**src/rtl/fetch_ctrl_if.sv**
```systemverilog
// ---------------------------------------------------------------------------
// fetch_ctrl_if
//   Bundles the bus-side signals of the instruction-fetch sequencer:
//   ICache request/response, branch-predictor lookup, instruction-queue push
//   and the ROB redirect.
//
//   master : the fetch sequencer (drives ic_req/ic_addr, bp_pc/bp_instr, iq_*)
//   slave  : the surrounding pipeline (ICache, predictor, IQ, ROB)
//
//   ic_req / ic_addr        fetch request and address (registered)
//   ic_valid / ic_instr     ICache response pulse and instruction
//   bp_pc / bp_instr        lookup presented to the predictor
//   bp_taken/bp_predict_pc  predictor decision and target
//   iq_full                 IQ back-pressure
//   iq_push / iq_*          IQ push strobe and payload
//   flush / flush_pc        ROB misprediction redirect
// ---------------------------------------------------------------------------
interface fetch_ctrl_if #(
    parameter int DATA_WIDTH = 32
);
    logic                  ic_req;
    logic [DATA_WIDTH-1:0] ic_addr;
    logic                  ic_valid;
    logic [DATA_WIDTH-1:0] ic_instr;

    logic [DATA_WIDTH-1:0] bp_pc;
    logic [DATA_WIDTH-1:0] bp_instr;
    logic                  bp_taken;
    logic [DATA_WIDTH-1:0] bp_predict_pc;

    logic                  iq_full;
    logic                  iq_push;
    logic [DATA_WIDTH-1:0] iq_instr;
    logic [DATA_WIDTH-1:0] iq_pc;
    logic                  iq_pred_taken;
    logic [DATA_WIDTH-1:0] iq_pred_pc;

    logic                  flush;
    logic [DATA_WIDTH-1:0] flush_pc;

    modport master (
        output ic_req, ic_addr,
        input  ic_valid, ic_instr,
        output bp_pc, bp_instr,
        input  bp_taken, bp_predict_pc,
        input  iq_full,
        output iq_push, iq_instr, iq_pc, iq_pred_taken, iq_pred_pc,
        input  flush, flush_pc
    );

    modport slave (
        input  ic_req, ic_addr,
        output ic_valid, ic_instr,
        input  bp_pc, bp_instr,
        output bp_taken, bp_predict_pc,
        output iq_full,
        input  iq_push, iq_instr, iq_pc, iq_pred_taken, iq_pred_pc,
        output flush, flush_pc
    );
endinterface

```
**src/rtl/fetch_ctrl.sv**
```systemverilog
// ---------------------------------------------------------------------------
// fetch_ctrl
//   IF-stage fetch sequencer. Holds the fetch PC, issues one ICache request
//   at a time, routes each returned instruction through the branch predictor
//   and pushes {instr, pc, prediction} into the instruction queue. The next
//   PC comes from the prediction; a ROB flush redirects it.
//
//   clk    : system clock
//   reset  : asynchronous, active-low reset
//   rdy    : global ready; 0 freezes every register and ignores inputs
//   bus    : fetch_ctrl_if.master (ICache, predictor, IQ, flush signals)
// ---------------------------------------------------------------------------
module fetch_ctrl #(
    parameter int                    DATA_WIDTH = 32,
    parameter logic [DATA_WIDTH-1:0] RESET_PC   = '0
) (
    input  logic         clk,
    input  logic         reset,
    input  logic         rdy,
    fetch_ctrl_if.master bus
);

    typedef enum logic [1:0] {
        ST_IDLE,
        ST_WAIT,
        ST_HOLD,
        ST_DRAIN
    } state_t;

    state_t                state_q, state_d;
    logic [DATA_WIDTH-1:0] pc_q, pc_d;
    logic                  ic_req_q, ic_req_d;
    logic [DATA_WIDTH-1:0] ic_addr_q, ic_addr_d;

    logic                  iq_push_q, iq_push_d;
    logic [DATA_WIDTH-1:0] iq_instr_q, iq_instr_d;
    logic [DATA_WIDTH-1:0] iq_pc_q, iq_pc_d;
    logic                  iq_taken_q, iq_taken_d;
    logic [DATA_WIDTH-1:0] iq_pred_q, iq_pred_d;

    // Response parked here while the IQ is full.
    logic [DATA_WIDTH-1:0] hold_instr_q, hold_instr_d;
    logic [DATA_WIDTH-1:0] hold_pc_q, hold_pc_d;
    logic                  hold_taken_q, hold_taken_d;
    logic [DATA_WIDTH-1:0] hold_nxt_q, hold_nxt_d;

    logic [DATA_WIDTH-1:0] nxt_pc;

    // Predictor sees the in-flight address and the returning instruction.
    assign bus.bp_pc    = ic_addr_q;
    assign bus.bp_instr = bus.ic_instr;

    assign bus.ic_req        = ic_req_q;
    assign bus.ic_addr       = ic_addr_q;
    assign bus.iq_push       = iq_push_q;
    assign bus.iq_instr      = iq_instr_q;
    assign bus.iq_pc         = iq_pc_q;
    assign bus.iq_pred_taken = iq_taken_q;
    assign bus.iq_pred_pc    = iq_pred_q;

    assign nxt_pc = bus.bp_taken ? bus.bp_predict_pc
                                 : ic_addr_q + DATA_WIDTH'(4);

    always_comb begin
        state_d      = state_q;
        pc_d         = pc_q;
        ic_req_d     = ic_req_q;
        ic_addr_d    = ic_addr_q;
        iq_push_d    = 1'b0;
        iq_instr_d   = iq_instr_q;
        iq_pc_d      = iq_pc_q;
        iq_taken_d   = iq_taken_q;
        iq_pred_d    = iq_pred_q;
        hold_instr_d = hold_instr_q;
        hold_pc_d    = hold_pc_q;
        hold_taken_d = hold_taken_q;
        hold_nxt_d   = hold_nxt_q;

        if (bus.flush) begin
            pc_d         = bus.flush_pc;
            ic_req_d     = 1'b0;
            hold_instr_d = '0;
            hold_pc_d    = '0;
            hold_taken_d = 1'b0;
            hold_nxt_d   = '0;
            unique case (state_q)
                // A request still in flight must be drained; if its
                // response lands this very cycle it is simply dropped.
                ST_WAIT, ST_DRAIN: state_d = bus.ic_valid ? ST_IDLE : ST_DRAIN;
                default:           state_d = ST_IDLE;
            endcase
        end else begin
            unique case (state_q)
                ST_IDLE: begin
                    ic_req_d  = 1'b1;
                    ic_addr_d = pc_q;
                    state_d   = ST_WAIT;
                end
                ST_WAIT: begin
                    if (bus.ic_valid) begin
                        pc_d     = nxt_pc;
                        ic_req_d = 1'b0;
                        if (!bus.iq_full) begin
                            iq_push_d  = 1'b1;
                            iq_instr_d = bus.ic_instr;
                            iq_pc_d    = ic_addr_q;
                            iq_taken_d = bus.bp_taken;
                            iq_pred_d  = nxt_pc;
                            state_d    = ST_IDLE;
                        end else begin
                            hold_instr_d = bus.ic_instr;
                            hold_pc_d    = ic_addr_q;
                            hold_taken_d = bus.bp_taken;
                            hold_nxt_d   = nxt_pc;
                            state_d      = ST_HOLD;
                        end
                    end
                end
                ST_HOLD: begin
                    ic_req_d = 1'b0;
                    if (!bus.iq_full) begin
                        iq_push_d  = 1'b1;
                        iq_instr_d = hold_instr_q;
                        iq_pc_d    = hold_pc_q;
                        iq_taken_d = hold_taken_q;
                        iq_pred_d  = hold_nxt_q;
                        state_d    = ST_IDLE;
                    end
                end
                ST_DRAIN: begin
                    ic_req_d = 1'b0;
                    if (bus.ic_valid) begin
                        state_d = ST_IDLE;
                    end
                end
                default: state_d = ST_IDLE;
            endcase
        end
    end

    // rdy=0 freezes everything, iq_push included, so a pulse that is
    // frozen is not re-issued once rdy returns.
    always_ff @(posedge clk or negedge reset) begin
        if (!reset) begin
            state_q      <= ST_IDLE;
            pc_q         <= RESET_PC;
            ic_req_q     <= 1'b0;
            ic_addr_q    <= RESET_PC;
            iq_push_q    <= 1'b0;
            iq_instr_q   <= '0;
            iq_pc_q      <= '0;
            iq_taken_q   <= 1'b0;
            iq_pred_q    <= '0;
            hold_instr_q <= '0;
            hold_pc_q    <= '0;
            hold_taken_q <= 1'b0;
            hold_nxt_q   <= '0;
        end else if (rdy) begin
            state_q      <= state_d;
            pc_q         <= pc_d;
            ic_req_q     <= ic_req_d;
            ic_addr_q    <= ic_addr_d;
            iq_push_q    <= iq_push_d;
            iq_instr_q   <= iq_instr_d;
            iq_pc_q      <= iq_pc_d;
            iq_taken_q   <= iq_taken_d;
            iq_pred_q    <= iq_pred_d;
            hold_instr_q <= hold_instr_d;
            hold_pc_q    <= hold_pc_d;
            hold_taken_q <= hold_taken_d;
            hold_nxt_q   <= hold_nxt_d;
        end
    end

endmodule

```
**src/flat_wrapper.sv**
```systemverilog
// flat-port wrapper written by rule: the top's interface ports become plain ports
module fetch_ctrl_flat 
#(
    parameter int                    DATA_WIDTH = 32,
    parameter logic [DATA_WIDTH-1:0] RESET_PC   = '0
)
  (clk, reset, rdy, bus_ic_req, bus_ic_addr, bus_ic_valid, bus_ic_instr, bus_bp_pc, bus_bp_instr, bus_bp_taken, bus_bp_predict_pc, bus_iq_full, bus_iq_push, bus_iq_instr, bus_iq_pc, bus_iq_pred_taken, bus_iq_pred_pc, bus_flush, bus_flush_pc);
  fetch_ctrl_if #(.DATA_WIDTH(DATA_WIDTH)) bus_i ();
  input  logic clk;
  input  logic reset;
  input  logic rdy;
  output wire logic [$bits(bus_i.ic_req)-1:0] bus_ic_req;
  output wire logic [$bits(bus_i.ic_addr)-1:0] bus_ic_addr;
  input wire logic [$bits(bus_i.ic_valid)-1:0] bus_ic_valid;
  input wire logic [$bits(bus_i.ic_instr)-1:0] bus_ic_instr;
  output wire logic [$bits(bus_i.bp_pc)-1:0] bus_bp_pc;
  output wire logic [$bits(bus_i.bp_instr)-1:0] bus_bp_instr;
  input wire logic [$bits(bus_i.bp_taken)-1:0] bus_bp_taken;
  input wire logic [$bits(bus_i.bp_predict_pc)-1:0] bus_bp_predict_pc;
  input wire logic [$bits(bus_i.iq_full)-1:0] bus_iq_full;
  output wire logic [$bits(bus_i.iq_push)-1:0] bus_iq_push;
  output wire logic [$bits(bus_i.iq_instr)-1:0] bus_iq_instr;
  output wire logic [$bits(bus_i.iq_pc)-1:0] bus_iq_pc;
  output wire logic [$bits(bus_i.iq_pred_taken)-1:0] bus_iq_pred_taken;
  output wire logic [$bits(bus_i.iq_pred_pc)-1:0] bus_iq_pred_pc;
  input wire logic [$bits(bus_i.flush)-1:0] bus_flush;
  input wire logic [$bits(bus_i.flush_pc)-1:0] bus_flush_pc;
  assign bus_ic_req = bus_i.ic_req;
  assign bus_ic_addr = bus_i.ic_addr;
  assign bus_i.ic_valid = bus_ic_valid;
  assign bus_i.ic_instr = bus_ic_instr;
  assign bus_bp_pc = bus_i.bp_pc;
  assign bus_bp_instr = bus_i.bp_instr;
  assign bus_i.bp_taken = bus_bp_taken;
  assign bus_i.bp_predict_pc = bus_bp_predict_pc;
  assign bus_i.iq_full = bus_iq_full;
  assign bus_iq_push = bus_i.iq_push;
  assign bus_iq_instr = bus_i.iq_instr;
  assign bus_iq_pc = bus_i.iq_pc;
  assign bus_iq_pred_taken = bus_i.iq_pred_taken;
  assign bus_iq_pred_pc = bus_i.iq_pred_pc;
  assign bus_i.flush = bus_flush;
  assign bus_i.flush_pc = bus_flush_pc;
  fetch_ctrl #(.DATA_WIDTH(DATA_WIDTH), .RESET_PC(RESET_PC)) u_core (.clk(clk), .reset(reset), .rdy(rdy), .bus(bus_i));
endmodule
```
**config.mk**
```make
export PLATFORM = sky130hd
export DESIGN_NAME = fetch_ctrl_flat
export DESIGN_NICKNAME = d
export VERILOG_FILES = /design/src/rtl/fetch_ctrl_if.sv /design/src/rtl/fetch_ctrl.sv /design/src/flat_wrapper.sv
export SDC_FILE = /design/constraint.sdc
export NUM_CORES = 1
export LEC_CHECK = 0
export ABC_CLOCK_PERIOD_IN_PS = 7000
export BUFFER_PORTS_ARGS = -buffer_cell sky130_fd_sc_hd__buf_2
export CORE_MARGIN = 5
export CORE_UTILIZATION = 58
export DETAILED_ROUTE_END_ITERATION = 7
export GPL_TIMING_DRIVEN = 0
export PLACE_DENSITY = 0.85
export SLEW_MARGIN = 40
export SYNTH_ARGS = -nofsm -noshare
export SYNTH_HDL_FRONTEND = slang
export SYNTH_SLANG_ARGS = --single-unit
export TNS_END_PERCENT = 20
```
**constraint.sdc**
```tcl
create_clock -name clk -period 7 [get_ports clk]
set_input_delay 1.4 -clock clk [delete_from_list [all_inputs] [get_ports clk]]
set_output_delay 1.4 -clock clk [all_outputs]
set_load 0.03 [all_outputs]
```
==> flow_metrics.env <==
export IMPL_cts_buffers=28
export IMPL_maxCapViolCount=0
export IMPL_combPwrFrac_pct=41.8
export IMPL_syn_area_per_cell_um2=10.33
export IMPL_ir_worst_vdd_mv=0.2717
export IMPL_row_count=53
export IMPL_cts_sinks=262
export IMPL_layout_drive_gt1_share_pct=30.06
export IMPL_ys_ff_latch=262
export IMPL_final_area_mm2=0.01551
export IMPL_grt_pass1_wl_mm=61.85
export IMPL_globalplace_congestion=0.9384
export IMPL_grt_max_degree=77
export IMPL_antenna_found_initial=1
export IMPL_regArea_mm2=0.006556
export IMPL_syn_nets=1327
export IMPL_die_h_um=157.3
export IMPL_tightest_slew_ns=0.8789
export IMPL_via_per_inst=6.171
export IMPL_grt_use_met1_pct=43.04
export IMPL_syn_inst=1218
export IMPL_fillCellCount=1493
export IMPL_multi_input_area_mm2=0.005144
export IMPL_critPathArrivalTime_ns=3.76
export IMPL_hp_class="flop to flop"
export IMPL_die_area_mm2=0.02474
export IMPL_drt_iter0_markers=1288
export IMPL_synth_top_area_share_pct=52.11
export IMPL_slew_headroom_pct=41.40
export IMPL_postCtsResizedCells=0
export IMPL_wl_mm=40.60
export IMPL_status="finished, final reports clean"
export IMPL_clkPwrFrac_pct=23.3
export IMPL_synth_top_cell_by_area="dfrtp_1"
export IMPL_timing_rr_end="u_core.bus.iq_pred_pc[18]$_DFFE_PN0P_"
export IMPL_drtPass1Iterations=7
export IMPL_switching_share_pct=43.60
export IMPL_track_usage_pct=31.78
export IMPL_r2r_cells=10
export IMPL_pre_cts_ws_ns=3.205
export IMPL_netlist_area_mm2=0.01258
export IMPL_synth_cell_types=59
export IMPL_antenna_left=0
export IMPL_postCtsSetupRepairBufs=0
export IMPL_final_setup_viol_count=0
export IMPL_rsz0062_at_grt="no"
export IMPL_max_freq_ghz=0.3007
export IMPL_grt_most_used_layer="met2"
export IMPL_overflow=0
export IMPL_synth_area_leaders="dfrtp_1, mux2i_1, o21ai_0"
export IMPL_core_area_mm2=0.02122
export IMPL_async_reset_ff_share_pct=100.0
export IMPL_finalCriticalPeriod_ns=3.325
export IMPL_synth_edf_count=0
export IMPL_drc_errors=0
export IMPL_use_met2_pct=49.48
export IMPL_dpl_instance_area_mm2=0.01450
export IMPL_cts_clk_slew_worst_paths_ns=0.06
export IMPL_initial_core_util_pct=59.29
export IMPL_vias=11390
export IMPL_critPathLaunchType="input port"
export IMPL_numPortBuffers=297
export IMPL_grt_pass1_vias=11370
export IMPL_power_switching_w=0.002975
export IMPL_skew_ns=0.01607
export IMPL_cp_end_kind="flop"
export IMPL_postCtsHoldBufs=0
export IMPL_power_density_mw_per_mm2=440.0
export IMPL_worstSetupPathType="input port to flop"
export IMPL_yosysSeqAreaShare_pct=52.11
export IMPL_leakage_nw=7.603
export IMPL_min_from="u_core.bus.iq_pc[10]$_DFFE_PN0P_"
export IMPL_area_delta_synth_final_pct=23.26
export IMPL_drt_wirelength_per_cell_um=21.99
export IMPL_nNetsFinal=1657
export IMPL_cts_tree="yes"
export IMPL_final_max_slew_viol_count=0
export IMPL_ys_flop_type="dfrtp_1"
export IMPL_hold_path_end="u_core.bus.iq_pc[10]$_DFFE_PN0P_"
export IMPL_internal_power_w=0.003848
export IMPL_cts_max_path_buffers=3
export IMPL_cp_required_ns=7.43
export IMPL_yosysWarnings=0
export IMPL_grt_use_met3_pct=5.939
export IMPL_seq_power_share_pct=34.9
export IMPL_critPathMaxFanout=10
export IMPL_rrSetupSlack_ns=3.98
export IMPL_setup_ws_ns=3.675
export IMPL_root_buffer="clkbuf_16"
export IMPL_holdPathStages=2
export IMPL_hpwl_mm=28.69
export IMPL_fin_crit_sh_pct=47.50
export IMPL_insertion_delay_ns=0.54
export IMPL_cts_htree_levels=1
export IMPL_rr_startpoint="u_core.state_q[0]$_DFFE_PN0P_"
export IMPL_hold_violations=0
export IMPL_dieWidth_um=157.3
export IMPL_num_io_pins=298
==> Yosys cell counts, types with 8 or more instances <==
cell,n
a21oi_1,50
o21a_1,8
xnor2_1,9
dfrtp_1,262
nor2b_1,14
nand2_1,154
inv_1,11
mux2_2,34
o211ai_1,13
o21ai_0,145
o31ai_1,11
buf_2,9
nand2b_1,11
and3_1,33
mux2i_1,86
clkbuf_1,70
buf_4,64
a22o_1,65
xor2_1,11
nor3_1,11
nand3_1,15
buf_1,12
nor2_1,37
==> routing by layer <==
| layer | part of all wire (%) | wire length, um |
|---|---|---|
| met1 | 38 | 15250 |
| met2 | 46 | 18820 |
| met3 | 11 | 4303 |
| met4 | 5.5 | 2220 |
| met5 | 0 | 0 |
==> cells by family (layout without fill, tap and decap cells) <==
family | Yosys count | count (layout) | synth area share [%]
other cells | 0 | 1 | 0
fa+ha+maj | 6 | 6 | 0.5967
buf+inv | 168 | 520 | 7.031
flops | 262 | 262 | 52.11
simple gates | 308 | 308 | 11.87
mux | 120 | 120 | 9.886
xor+xnor | 20 | 20 | 1.392
compound gates | 334 | 334 | 17.11
==> stage by stage <==
stage                     cells  TNS [ns]  util, %  hold WS (ns)  total power, W
after floorplan            1218         0        -        0.4408        0.004242
after global placement     1790    -26.26    67.91        0.4517        0.005118
after detailed placement   1793         0    68.35        0.4612        0.005206
after CTS                  1845         0    73.04        0.4789        0.006805
after global routing       1846         0    73.08        0.4928        0.007114
final                      1846         0    73.08        0.4745        0.006823
==> sequential cells by signal, summed over array words and instances, names as in the netlist <==
signal and flops:
u_core.pc_q 32, u_core.bus.iq_pc 32, u_core.bus.iq_pred_pc 32, u_core.hold_nxt_q 32, u_core.bus.bp_pc 32, u_core.hold_instr_q 32
u_core.bus.iq_push 1, u_core.state_q 2, u_core.hold_taken_q 1, u_core.bus.ic_req 1, u_core.hold_pc_q 32, u_core.bus.iq_pred_taken 1
u_core.bus.iq_instr 32
==> critical path, stage by stage <==
cell	delay, ns
buf_2	0.11
clkbuf_1	0.41
clkbuf_1	0.63
clkbuf_1	0.66
nor2_1	0.22
o31ai_1	0.31
==> cell usage in the layout (no fill, tap or decap), drive strengths merged, types with 4 or more instances in the layout <==
| cell type | synthesis | layout |
|---|---|---|
| a32oi | 5 | 5 |
| o211ai | 13 | 13 |
| o21ai | 147 | 147 |
| o21a | 8 | 8 |
| mux2i | 86 | 86 |
| nor3 | 11 | 11 |
| o311ai | 4 | 4 |
| o31ai | 11 | 11 |
| nand2b | 11 | 11 |
| a211oi | 4 | 4 |
| mux2 | 34 | 34 |
| xnor2 | 9 | 9 |
| nand3 | 16 | 16 |
| o41ai | 4 | 4 |
| nand4 | 9 | 9 |
| dfrtp | 262 | 262 |
| nor2b | 14 | 14 |
| nor4 | 6 | 6 |
| clkinvlp | 0 | 4 |
| nor2 | 37 | 37 |
| inv | 11 | 12 |
| and3 | 33 | 33 |
| ha | 6 | 6 |
| xor2 | 11 | 11 |
| bufinv | 0 | 4 |
| nand2 | 154 | 154 |
| buf | 85 | 384 |
| clkbuf | 72 | 110 |
| a221o | 6 | 6 |
| a22o | 65 | 65 |
| clkinv | 0 | 6 |
| a21oi | 50 | 50 |
==> area by class of cell <==
type | instances | share of cell area, %
inverters | 11 | 0.2663
multi-input cells | 788 | 33.17
clock inverters | 15 | 1.218
repair buffers | 300 | 10.18
flip-flops and latches | 262 | 42.28
diodes | 1 | 0.01614
clock buffers | 37 | 5.196
well taps | 275 | 2.219
plain buffers | 157 | 5.454
==> power by group through the flow <==
stage | logic [W] | registers [W] | clock network [W]
2_1_floorplan | 0.00126 | 0.00299 | 0
3_3_place_gp | 0.00276 | 0.00236 | 0
3_5_place_dp | 0.00282 | 0.00238 | 0
4_1_cts | 0.00285 | 0.00236 | 0.00159
5_1_grt | 0.00304 | 0.00243 | 0.00165
6_report | 0.00285 | 0.00238 | 0.00159
==> worst max-delay path by stage <==
stage	start	endpoint	slack, ns	depth (start not counted)
floorplan	bus_ic_instr[0]	bus_bp_instr[0]	4.06	1
global placement	reset	u_core.bus.iq_instr[20]$_DFFE_PN0P_	-0.12	1
detailed placement	bus_iq_full	u_core.hold_nxt_q[21]$_DFFE_PN0P_	3.21	7
CTS	bus_iq_full	u_core.hold_nxt_q[18]$_DFFE_PN0P_	3.73	7
global route	bus_bp_taken	u_core.bus.iq_pred_pc[14]$_DFFE_PN0P_	3.57	6
finish	bus_bp_taken	u_core.bus.iq_pred_pc[14]$_DFFE_PN0P_	3.67	6
Note: power is estimated with default switching activity, not from simulation.
